**src/rtl/capture_pkg.sv**
```systemverilog
// Purpose: shared FSM encoding and width defaults for the frame capture gate.
// Latency: n/a (types and constants only).
// Backpressure: n/a.
package capture_pkg;

  localparam int DATA_W_DEF  = 12;
  localparam int X_W_DEF     = 12;
  localparam int Y_W_DEF     = 11;
  localparam int FRAME_W_DEF = 16;

  localparam logic [1:0] IDLE   = 2'd0;
  localparam logic [1:0] ACTIVE = 2'd1;
  localparam logic [1:0] FROZEN = 2'd2;

  typedef enum logic [1:0] {
    ST_IDLE   = IDLE,
    ST_ACTIVE = ACTIVE,
    ST_FROZEN = FROZEN
  } state_t;

endpackage

```
**src/rtl/capture_edge_det.sv**
```systemverilog
// Purpose: registers FVAL/LVAL and flags start-of-frame, end-of-frame, end-of-line.
// Latency: flags are combinational on the current input against the 1-cycle delayed copy.
// Backpressure: none; the camera stream cannot be stalled.
module capture_edge_det (
  input  logic clk,
  input  logic rst,
  input  logic fval,
  input  logic lval,
  output logic sof,
  output logic eof,
  output logic eol
);

  logic fval_d;
  logic lval_d;
  // armed goes high once FVAL has been seen low, so a frame already running
  // when reset releases never looks like a fresh start-of-frame.
  logic armed;

  // Delay registers and the arm flag.
  always_ff @(posedge clk or posedge rst) begin
    if (rst) begin
      fval_d <= 1'b0;
      lval_d <= 1'b0;
      armed  <= 1'b0;
    end else begin
      fval_d <= fval;
      lval_d <= lval;
      armed  <= armed | ~fval;
    end
  end

  assign sof = fval & ~fval_d & armed;
  assign eof = ~fval & fval_d;
  assign eol = ~lval & lval_d;

endmodule

```
**src/rtl/frame_capture_gate.sv**
```systemverilog
// Purpose: admits whole camera frames while not stopped, tagging pixels with X/Y and counting frames.
// Latency: 1 cycle from iDATA sample to oDVAL/oDATA/oX/oY.
// Backpressure: none; a stop only blocks the next frame, the current frame always completes.
module frame_capture_gate
  import capture_pkg::*;
#(
  parameter int DATA_W  = DATA_W_DEF,
  parameter int X_W     = X_W_DEF,
  parameter int Y_W     = Y_W_DEF,
  parameter int FRAME_W = FRAME_W_DEF
) (
  input  logic               iCLK,
  input  logic               iRST,
  input  logic               iStop,
  input  logic               iFVAL,
  input  logic               iLVAL,
  input  logic [DATA_W-1:0]  iDATA,
  output logic               oDVAL,
  output logic [DATA_W-1:0]  oDATA,
  output logic [X_W-1:0]     oX,
  output logic [Y_W-1:0]     oY,
  output logic [FRAME_W-1:0] oFrameCnt,
  output logic               oFrameDone,
  output logic               oFrozen,
  output logic               oOverflow
);

  localparam logic [X_W-1:0] X_MAX = '1;
  localparam logic [Y_W-1:0] Y_MAX = '1;

  state_t         state;
  state_t         state_nxt;
  logic [X_W-1:0] x_cnt;
  logic [Y_W-1:0] y_cnt;
  logic           sof;
  logic           eof;
  logic           eol;
  logic           pix;

  capture_edge_det u_edge (
    .clk  (iCLK),
    .rst  (iRST),
    .fval (iFVAL),
    .lval (iLVAL),
    .sof  (sof),
    .eof  (eof),
    .eol  (eol)
  );

  assign pix     = iFVAL & iLVAL;
  assign oFrozen = (state == ST_FROZEN);

  // State register.
  always_ff @(posedge iCLK or posedge iRST) begin
    if (iRST) state <= ST_IDLE;
    else      state <= state_nxt;
  end

  // Next state: admit on SOF when not stopped, sample the stop again at frame end.
  always_comb begin
    state_nxt = state;
    case (state)
      ST_IDLE:   if (sof) state_nxt = iStop ? ST_FROZEN : ST_ACTIVE;
      ST_ACTIVE: if (eof) state_nxt = iStop ? ST_FROZEN : ST_IDLE;
      ST_FROZEN: if (!iStop) state_nxt = ST_IDLE;
      default:   state_nxt = ST_IDLE;
    endcase
  end

  // Coordinate counters, qualified pixel outputs, frame counter and overflow flag.
  always_ff @(posedge iCLK or posedge iRST) begin
    if (iRST) begin
      x_cnt      <= '0;
      y_cnt      <= '0;
      oDVAL      <= 1'b0;
      oDATA      <= '0;
      oX         <= '0;
      oY         <= '0;
      oFrameCnt  <= '0;
      oFrameDone <= 1'b0;
      oOverflow  <= 1'b0;
    end else begin
      oDVAL      <= 1'b0;
      oFrameDone <= 1'b0;
      case (state)
        ST_IDLE: begin
          if (sof && !iStop) begin
            x_cnt <= '0;
            y_cnt <= '0;
          end
        end
        ST_ACTIVE: begin
          // pix and eol are mutually exclusive (pix needs LVAL high), so x_cnt has one writer per cycle.
          if (pix) begin
            oDVAL <= 1'b1;
            oDATA <= iDATA;
            oX    <= x_cnt;
            oY    <= y_cnt;
            if (x_cnt == X_MAX) oOverflow <= 1'b1;
            else                x_cnt     <= x_cnt + 1'b1;
          end
          if (eol) begin
            x_cnt <= '0;
            if (y_cnt == Y_MAX) oOverflow <= 1'b1;
            else                y_cnt     <= y_cnt + 1'b1;
          end
          if (eof) begin
            oFrameDone <= 1'b1;
            oFrameCnt  <= oFrameCnt + 1'b1;
          end
        end
        default: ;
      endcase
    end
  end

endmodule

```
**config.mk**
```make
export PLATFORM = sky130hd
export DESIGN_NAME = frame_capture_gate
export DESIGN_NICKNAME = d
export VERILOG_FILES = /design/src/rtl/capture_pkg.sv /design/src/rtl/capture_edge_det.sv /design/src/rtl/frame_capture_gate.sv
export SDC_FILE = /design/constraint.sdc
export NUM_CORES = 1
export LEC_CHECK = 0
export CAP_MARGIN = 20
export CORE_ASPECT_RATIO = 0.5
export CORE_MARGIN = 2
export CORE_UTILIZATION = 50
export DETAILED_ROUTE_END_ITERATION = 8
export DONT_BUFFER_PORTS = 1
export GPL_TIMING_DRIVEN = 0
export HOLD_SLACK_MARGIN = 0.05
export PLACE_DENSITY = 0.67
export SYNTH_ARGS = -nofsm -noshare
export SYNTH_HDL_FRONTEND = slang
export SYNTH_SLANG_ARGS = --single-unit
```
**constraint.sdc**
```tcl
create_clock -name iCLK -period 3.2 [get_ports iCLK]
set_clock_uncertainty 0.2 [all_clocks]
set_input_delay 0.16 -clock iCLK [delete_from_list [all_inputs] [get_ports iCLK]]
set_output_delay 0.16 -clock iCLK [all_outputs]
set_load 0.1 [all_outputs]
```
# [Yosys cells after proc, flatten, opt, wreduce, memory -nomap -nowiden]
# Cells that the tools add are included.
[classes] add_sub_neg=3 n_eq_ne=12 mux=23 n_bitwise=9 n_reduce_logical=9
[op_table] operator="12-bit two-way mux" n=4
[op_table] operator="11-bit two-way mux" n=3
[op_table] operator="12-bit case mux with 2 select lines" n=1
[op_table] operator="11-bit case mux with 2 select lines" n=1
[op_table] operator="16-bit by 1-bit adder with 16-bit output, second input constant" n=1
[op_table] operator="12-bit by 1-bit adder with 12-bit output, second input constant" n=1
[op_table] operator="12-bit == test, second input constant" n=1
[op_table] operator="2-bit inequality test, second input constant" n=6
[op_table] operator="11-bit by 1-bit adder with 11-bit output, second input constant" n=1
[op_table] operator="11-bit == test, second input constant" n=1
[op_table] operator="2-bit two-way mux" n=5
[op_table] operator="1-bit two-way mux" n=8
[op_table] operator="4-bit AND reduction" n=2
[op_table] operator="3-bit inequality test, second input constant" n=2
[op_table] operator="2-bit case mux with 3 select lines" n=1
[op_table] operator="1-bit bitwise AND" n=5
[op_table] operator="2-bit AND reduction" n=2
[op_table] operator="1-bit inverter" n=3
[op_table] operator="3-bit AND reduction" n=1
[op_table] operator="2-bit by 1-bit == test with 1-bit output, second input constant" n=1
[op_table] operator="2-bit == test, second input constant" n=1
[op_table] operator="2-bit logical NOT" n=1
[op_table] operator="2-bit nonzero test" n=1
[op_table] operator="1-bit logical AND" n=1
[op_table] operator="other kinds (2)" n=2
[word_totals] ff_bits=82 input_bits=17 output_inout_bits=55 elab_cells=69

# [Logic depth before layout (Yosys ltp)]
# Gate-level depths: netlist (run 1).
[logic_depth] ltp_word=6 depth_mapped=8 mapped_depth_nobuf=6

# [By module]
# A second synthesis (run 1) with hierarchy kept.
[unflattened] cells_unflattened=389 area_unflattened_um2=3716.1
[modules_own_cells] mod="frame_capture_gate" instances=1 cells_each=381 area_per_inst_um2=3609.7 seq_area_each_um2=1976.9
[modules_own_cells] mod="capture_edge_det" instances=1 cells_each=8 area_per_inst_um2=106.4 seq_area_each_um2=75.1

# [Least setup slack after synthesis (run 1)]
# Ideal clock, no wire load.
[synth_path] path_kind="flip-flop to flip-flop" start="reg oFrameCnt[6]" end="reg oFrameCnt[15]" setup_time_ns=0.158 t_arrival_ns=2.056 t_required_ns=2.842 setup_slack_ns=0.786 stages_incl_launch_ff=6 path_buffers=0 synth_period_minus_slack_ns=2.414 cell_sequence="dfrtp_1 and4_1 nand4_1 nor3_1 nand3_1 xnor2_1"
[synth_via] elab_chain_len=1
[synth_lines] item="from (decl)" line_no="frame_capture_gate.sv:22" source="output logic [FRAME_W-1:0] oFrameCnt,"
[synth_lines] item="from (signal assigned)" line_no="frame_capture_gate.sv:109" source="oFrameCnt <= oFrameCnt + 1'b1;"
[synth_lines] item="16-bit by 1-bit adder with 16-bit output" line_no="frame_capture_gate.sv:109"
# Every way passes these cells.
# A chain may end at the register's enable or synchronous reset.

# [Worst setup path in the final report (run 1)]
# Same ends and word-level chain as after synthesis.

==> results.toml, run 1 <==
[sta]
final_hold_viol_count = 0
fin_setup_tns_ps = 0
rsz0062_at_grt = "no"
setup_viol = 0
tightestPinTransition_ps = 1050
clock.fmax_mhz = 380
min_period_ps = 2630
relSlewSlack_pct = 29.6
drv_slew = 0
fin_crit_sh_pct = 82.2

[logic_synthesis]
syn_inst = 370
synth.largest_area_cell = "dfrtp_1"
synthTopCellsByArea = "dfrtp_1, nand2_1, xnor2_1"
synth_ff_type = "dfrtp_1"
synth_top_area_share_pct = 57.2
ys_seq_elements = 82
async_flop_share_pct = 100
synth_edf_count = 0
ys.warnings.count = 0
ys_seq_area_share_pct = 57.2
avgSynthCellArea_um2 = 9.69
synth_cell_type_count = 45
synth_area_um2 = 3580
synth_nets = 390

[clocking]
cts_root_buffer = "clkbuf_16"
clock_sinks = 82
cts_max_path_buffers = 2
cts_tree = "done"
cts_resized = 0
htreeDepth = 3
hold_buffers = 16
postCtsSetupBuffers = 0
clkTransAtPathRegs_ps = 60
clk_latency_ps = 330
numCtsBuffers = 9

[setup_path]
worstPathArrival_ps = 2610
r2r_end = "oFrameCnt[15]$_DFFE_PP0P_"
r2r.worst_path.cells = 5
start_kind = "flop"
worst_setup_path_end_kind = "flop"
worstPathMaxFanout = 6
reg2reg_slack_ps = 570
critical_path_required_ps = 3180
critPathKind = "flop to flop"
timing.rr.start = "oFrameCnt[6]$_DFFE_PP0P_"

[grt]
grt_pass1_vias = 2647
grt_max_degree = 56
grt_overflow_total = 0
grt.total_usage_pct = 21.1
antenna_found_initial = 0
grt_pass1_wl_mm = 12.6

[layout]
fillers = 571
fin_nets = 418
syn2layout_area_growth_pct = 16.0
layout_commonest_cell = "nand2_1"
n_antenna_cell = 0
fin_util_pct = 61.1
layout-drive-gt1-share_pct = 6.72
final_cell_mix = "nand2_1, dfrtp_1, nor2_1, xnor2_1, dlygate4sd3_1"

[drt]
drt-vias-per-instance = 5.44
ant_nets = 0
drtIter0Drc = 158
vias = 2685
drc = 0
wl_per_cell_um = 15.4
drt-pass1-iter-count = 4
wl_mm = 7.62

[floorplan]
rows = 21
io_pins = 72
start_util_pct = 52.7
core_um2 = 6810
die_x_um = 124
die_h_um = 63.9
fp.dieArea_um2 = 7900

[power_and_ir_drop]
p_seq_share_pct = 62.1
p_per_area_nw_per_um2 = 723
p_leak_uw = 0.00195
p_int_uw = 1750
peakVddDrop_mv = 0.283
switching_share_pct = 41.8
clkPwrFrac_pct = 30.5
p_comb_share_pct = 7.4
p_switching_uw = 1260

[min_path]
hp-class = "primary input to async pin"

[placed_design]
place.gp.congestion = 0.853
dp_hpwl_mm = 5.32
port_buffers = 0

[status]
run_status = "complete, no violations"

[flow_run]
cap_violations = 0
==> cells in the mapped netlist (2+ instances only) <==
library cell,number
and3_1,3
a41oi_1,2
clkbuf_1,11
a21oi_1,8
buf_2,2
nand2b_1,3
xor2_1,10
nand2_1,110
nand3b_1,2
or3_1,2
nor4_2,2
nor4_1,2
ha_1,3
and4_1,4
xnor2_1,18
nand3_1,14
nor2_1,28
a211oi_1,6
nor3_1,8
inv_1,8
o21ai_0,9
dfrtp_1,82
nand4_1,11
==> through the flow <==
| stage | instance area [µm²] | hold slack, ps | cells | setup slack (ps) | power (µW) |
|---|---|---|---|---|---|
| after floorplan | 3580 | -8.57 | 370 | 732 | 2020 |
| after global placement | 3700 | -7.96 | 462 | 12.6 | 2070 |
| after detailed placement | 3730 | -162 | 463 | 588 | 2090 |
| after CTS | 4160 | 89.1 | 494 | 576 | 3030 |
| after global routing | 4160 | 128 | 494 | 427 | 3120 |
| final | 4160 | 105 | 494 | 569 | 3010 |
==> critical path, cell delays in order (launching register included) <==
cell and delay, ps:
dfrtp_1 1000, and4_1 390, nand4_1 180, nor3_1 360
nand3_1 140, xnor2_1 190
==> sequential cells by signal, indices dropped and copies added, names as in the netlist <==
signal and flops:
u_edge.armed 1, state 2, x_cnt 12, oDATA 12
oDVAL 1, oOverflow 1, oX 12, y_cnt 11
oY 11, u_edge.fval_d 1, oFrameCnt 16, oFrameDone 1
u_edge.lval_d 1
==> power by group through the flow <==
stage	combinational, µW	clock, µW	sequential (µW)
2_1_floorplan	161	0	1860
3_3_place_gp	188	0	1880
3_5_place_dp	204	0	1890
4_1_cts	225	938	1870
5_1_grt	255	983	1880
6_report	221	918	1870
==> cell families (layout without fill, tap and decap cells) <==
kind of cell	Yosys count	after routing	share of synthesized area, %
simple gates	199	199	25.6
flops	82	82	57.2
compound gates	33	33	6.11
xor+xnor	28	28	6.84
buf+inv	23	55	2.58
fa+ha+maj	3	3	1.05
mux	2	2	0.593
==> routing by layer <==
metal  vias up  track usage [%]  wire [µm]
met5         -                0          0
met4         0             4.69         66
met3         8             9.91        607
met2        63             34.4       3570
met1      1318             25.7       3370
li1       1296                -          -
==> how the worst max path moves through the flow <==
stage / start / endpoint / slack, ps / cells past startpoint
global route: oFrameCnt[6]$_DFFE_PP0P_ / oFrameCnt[15]$_DFFE_PP0P_ / 430 / 5
CTS: oFrameCnt[6]$_DFFE_PP0P_ / oFrameCnt[15]$_DFFE_PP0P_ / 580 / 5
detailed placement: oFrameCnt[6]$_DFFE_PP0P_ / oFrameCnt[15]$_DFFE_PP0P_ / 590 / 5
floorplan: iRST / oDATA[0]$_DFFE_PP0P_ / 730 / 1
global placement: iRST / x_cnt[7]$_DFFE_PP0P_ / 10 / 1
finish: oFrameCnt[6]$_DFFE_PP0P_ / oFrameCnt[15]$_DFFE_PP0P_ / 570 / 5
==> layout make-up <==
cell class	count	area (µm²)	area share [%]
buffer	14	58.8	1.41
clock buffer	13	250	6.02
clock inverter	2	13.8	0.331
inverter	9	36.3	0.873
multi-input combinational	265	1440	34.7
sequential	82	2050	49.4
tap	92	115	2.77
timing repair buffer	17	188	4.52
(Power assumes the default switching activity.)
==> run 2, diff against run 1 <==
clock period = 2.45 ns   (was 3.2 ns; I/O delays follow)
==> results.toml, run 2 (synthesis gave the netlist of run 1 again) <==
[layout]
multi_input_area_um2 = 1450
final_area_um2 = 4170
final-seq-area_um2 = 2060
stdcell_count = 494
final_cell_mix = "nand2_1, dfrtp_1, nor2_1, xnor2_1, dlygate4sd3_1"
syn2layout_area_growth_pct = 16.3
largest_reg_flops = 16
fin_nets = 418
fillers = 567
n_antenna_cell = 0
layout-drive-gt1-share_pct = 9.20
layout_commonest_cell = "nand2_1"
regMostFlops = "oFrameCnt"

[placed_design]
dp_hpwl_mm = 5.32
port_buffers = 0
placed_area_um2 = 3730
dp_cells = 463
place.gp.congestion = 0.853

[setup_path]
timing.rr.start = "oFrameCnt[5]$_DFFE_PP0P_"
worst-path-buf-inv = 1
reg2reg_slack_ps = 40
start_kind = "flop"
cp_top_family = "flip-flops"
r2r_end = "oFrameCnt[14]$_DFFE_PP0P_"
crit_path_top_delay_cell = "dfrtp_1"
worstPathMaxFanout = 5
worst_setup_path_end_kind = "flop"
worstPathArrival_ps = 2450
slowest_delay_ps = 980
critPathKind = "flop to flop"
critical_path_required_ps = 2500
crit_chain = "nand3_1, or3_1, buf_2, nor3_2, xor2_1"
r2r.worst_path.cells = 5

[clocking]
clock_sinks = 82
postCtsSetupBuffers = 0
cts_root_buffer = "clkbuf_16"
cts_max_path_buffers = 2
clk_latency_ps = 330
numCtsBuffers = 9
cts_tree = "done"
clkTransAtPathRegs_ps = 60
htreeDepth = 3

[sta]
setup_viol = 0
tightestPinTransition_ps = 1050
fin_setup_tns_ps = 0
min_period_ps = 2410
drv_slew = 0
final_hold_viol_count = 0
fin_crit_sh_pct = 98.3
relSlewSlack_pct = 29.6
rsz0062_at_grt = "yes"
clock.fmax_mhz = 415

[floorplan]
die_x_um = 124
fp.dieArea_um2 = 7900
io_pins = 72
core_um2 = 6810
die_h_um = 63.9
rows = 21
start_util_pct = 52.7

[grt]
antenna_found_initial = 0
grt_pass1_vias = 2655
grt.total_usage_pct = 21.2
grt_overflow_total = 0
grt_max_degree = 56
grt_pass1_wl_mm = 12.7

[min_path]
hp-class = "primary input to async pin"

[drt]
drt-vias-per-instance = 5.44
ant_nets = 0
drtIter0Drc = 150
vias = 2688
drt-pass1-iter-count = 4
wl_per_cell_um = 15.4
drc = 0
wl_mm = 7.62

[status]
run_status = "complete, no violations"

[power_and_ir_drop]
power.total_uw = 3930
p_leak_uw = 0.00194
p_per_area_nw_per_um2 = 943
peakVddDrop_mv = 0.370

[flow_run]
cap_violations = 0
[run 2: cell counts in the layout (fill, tap and decap cells not counted)]
No cell type changed its count.
[run 2: final cells by class]
cell class / count / share of cell area, %
Buffer: 14 / 1.41
Clock inverter: 2 / 0.330
Timing Repair Buffer: 17 / 4.50
Inverter: 9 / 0.870
Clock buffer: 13 / 6.00
Tap cell: 92 / 2.76
Sequential cell: 82 / 49.5
Multi-Input combinational cell: 265 / 34.7
[run 2: power breakdown]
part           leakage, µW  switching, µW  internal, µW  total (µW)
clock             0.000130            491           708        1200
combinational     0.000713            177           113         289
sequential         0.00109            976          1470        2440
[run 2: timing repair]
item | CTS | global route
hold buffers | 16 | 0
hold endpoints to repair | 121 | 0
endpoints found under the setup margin | 3 | 8
gates resized for setup | 7 | 3
pin swaps | 0 | 0
[run 2: metrics by stage]
step / worst slack [ps] / util, % / hold WS (ps)
floorplan: 19.1 / - / -46.1
global placement: -700 / 54.4 / -45.5
detailed placement: -162 / 54.8 / -199
CTS: 23.5 / 61.2 / 51.5
global route: -48.9 / 61.3 / 90.5
finish: 41.9 / 61.3 / 62.9
[run 2: metal layers]
layer  vias to the layer above  share of wire [%]  GRT usage (%)  routed length [µm]
met3                         8                8.0           9.91                 609
met2                        64                 47           34.5                3580
met5                         -                  0              0                   0
li1                       1300                  -              -                   -
met4                         0               0.87           4.69                  66
met1                      1316                 44           25.7                3360
[run 2: worst max-delay path by stage]
stage,to,slack [ps],depth (start not counted),startpoint
2_1_floorplan,oDATA[0]$_DFFE_PP0P_,20,1,iRST
3_3_place_gp,x_cnt[7]$_DFFE_PP0P_,-700,1,iRST
3_5_place_dp,oFrameCnt[15]$_DFFE_PP0P_,-160,5,oFrameCnt[6]$_DFFE_PP0P_
4_1_cts,oFrameCnt[10]$_DFFE_PP0P_,20,5,oFrameCnt[3]$_DFFE_PP0P_
5_1_grt,oFrameCnt[15]$_DFFE_PP0P_,-50,7,iFVAL
6_report,oFrameCnt[14]$_DFFE_PP0P_,40,5,oFrameCnt[5]$_DFFE_PP0P_
==> run 3, diff against run 2 <==
--- a/constraint.sdc
+++ b/constraint.sdc
@@ -3,3 +3,3 @@
 set_input_delay 0.1225 -clock iCLK [delete_from_list [all_inputs] [get_ports iCLK]]
 set_output_delay 0.1225 -clock iCLK [all_outputs]
-set_load 0.1 [all_outputs]
+set_load 0.05 [all_outputs]
==> results.toml, run 3 (synthesis gave the netlist of run 1 again) <==
[status]
run_status = "complete, no violations"

[sta]
tightestPinTransition_ps = 878
drv_slew = 0
setup_viol = 0
rsz0062_at_grt = "yes"
min_period_ps = 2270
relSlewSlack_pct = 41.3
final_hold_viol_count = 0
fin_crit_sh_pct = 92.7
clock.fmax_mhz = 440

[layout]
fin_nets = 418
multi_input_area_um2 = 1440
fillers = 558
fin_util_pct = 61.1
stdcell_count = 494
layout_commonest_cell = "nand2_1"
largest_reg_flops = 16
n_antenna_cell = 0
final_cell_mix = "nand2_1, dfrtp_1, nor2_1, xnor2_1, dlygate4sd3_1"
final_area_um2 = 4160
final-seq-area_um2 = 2050
layout-drive-gt1-share_pct = 6.72
syn2layout_area_growth_pct = 16.0
regMostFlops = "oFrameCnt"

[placed_design]
place.gp.congestion = 0.853
port_buffers = 0
placed_area_um2 = 3730
dp_hpwl_mm = 5.31
dp_cells = 463

[setup_path]
setup.worst_path.end = "oFrameCnt[15]$_DFFE_PP0P_"
critical_path_required_ps = 2440
reg2reg_slack_ps = 190
critPathKind = "primary input to flop"
worstPathMaxFanout = 8
timing.rr.start = "state[1]$_DFFE_PP0P_"
r2r_end = "oFrameCnt[15]$_DFFE_PP0P_"
start_kind = "primary input"
crit_start = "iFVAL"
worstPathArrival_ps = 2270
r2r.worst_path.cells = 6
worst_setup_path_end_kind = "flop"

[drt]
drt-vias-per-instance = 5.39
wl_met3_um = 586
m1WireLength_mm = 3.31
top_layer = "met4"
ant_nets = 0
drt-pass1-iter-count = 4
met2_length_mm = 3.57
vias = 2665
drtIter0Drc = 150
wl_per_cell_um = 15.3
wl_mm = 7.57
drc = 0

[flow_run]
cap_violations = 0

[floorplan]
die_h_um = 63.9
core_um2 = 6810
die_x_um = 124
fp.dieArea_um2 = 7900
io_pins = 72
start_util_pct = 52.7
rows = 21

[clocking]
cts_root_buffer = "clkbuf_16"
postCtsSetupBuffers = 0
htreeDepth = 3
numCtsBuffers = 9
cts_tree = "done"
cts_max_path_buffers = 2
clkTransAtPathRegs_ps = 60
clk_latency_ps = 330
clock_sinks = 82

[grt]
grt_overflow_total = 0
grt_pass1_wl_mm = 12.7
grt_max_degree = 56
grt_pass1_vias = 2640
grt.total_usage_pct = 21.2
antenna_found_initial = 0

[power_and_ir_drop]
p_leak_uw = 0.00195
peakVddDrop_mv = 0.379
p_per_area_nw_per_um2 = 836

[min_path]
hp-class = "primary input to async pin"
## run 3: worst min path at each step
stage / slack, ps / startpoint / to / cells after the start
floorplan: -50 / iFVAL / u_edge.fval_d$_DFF_PP0_ / 0
global placement: -50 / iFVAL / u_edge.fval_d$_DFF_PP0_ / 0
detailed placement: -200 / iRST / oDATA[5]$_DFFE_PP0P_ / 1
CTS: 50 / iRST / oDATA[2]$_DFFE_PP0P_ / 2
global route: 100 / iRST / oDATA[7]$_DFFE_PP0P_ / 2
finish: 80 / iRST / oDATA[2]$_DFFE_PP0P_ / 2
## run 3: final cells by class
type	instances	area share (%)
clock buffer	13	6.02
timing repair buffer	17	4.52
multi-input combinational	265	34.7
clock inverter	2	0.331
tap	92	2.77
buffer	14	1.41
inverter	9	0.873
sequential	82	49.4
## run 3: timing repair
action / CTS / global route
resized for setup: 0 / 1
hold endpoints to repair: 121 / 0
endpoints found under the setup margin: 0 / 6
hold buffers: 16 / 0
## run 3: worst max-delay path, cell delays in order
cell	delay [ps]
dlygate4sd3_1	670
nor4bb_1	280
buf_2	250
nand4_1	230
nor3_1	400
nand3_1	140
xnor2_1	170
## run 3: through the flow
step	hold WS (ps)	setup TNS, ps	setup slack (ps)	total power, µW
2_1_floorplan	-46.1	0	19.1	2200
3_3_place_gp	-45.5	-57060	-700	2260
3_5_place_dp	-200	0	123	2290
4_1_cts	52.9	0	116	3510
5_1_grt	97.0	-71.9	-39.5	3630
6_report	82.2	0	178	3470
## run 3: layer usage
metal  vias up  global-route usage, %
met4         0                   6.53
met3        10                   8.04
li1       1298                      -
met2        73                   33.7
met5         -                      0
met1      1284                   26.9
## run 3: where the power goes
group	total (µW)	internal, µW	switching, µW
combinational	279	110	170
clock	1190	708	484
sequential	2000	1470	528
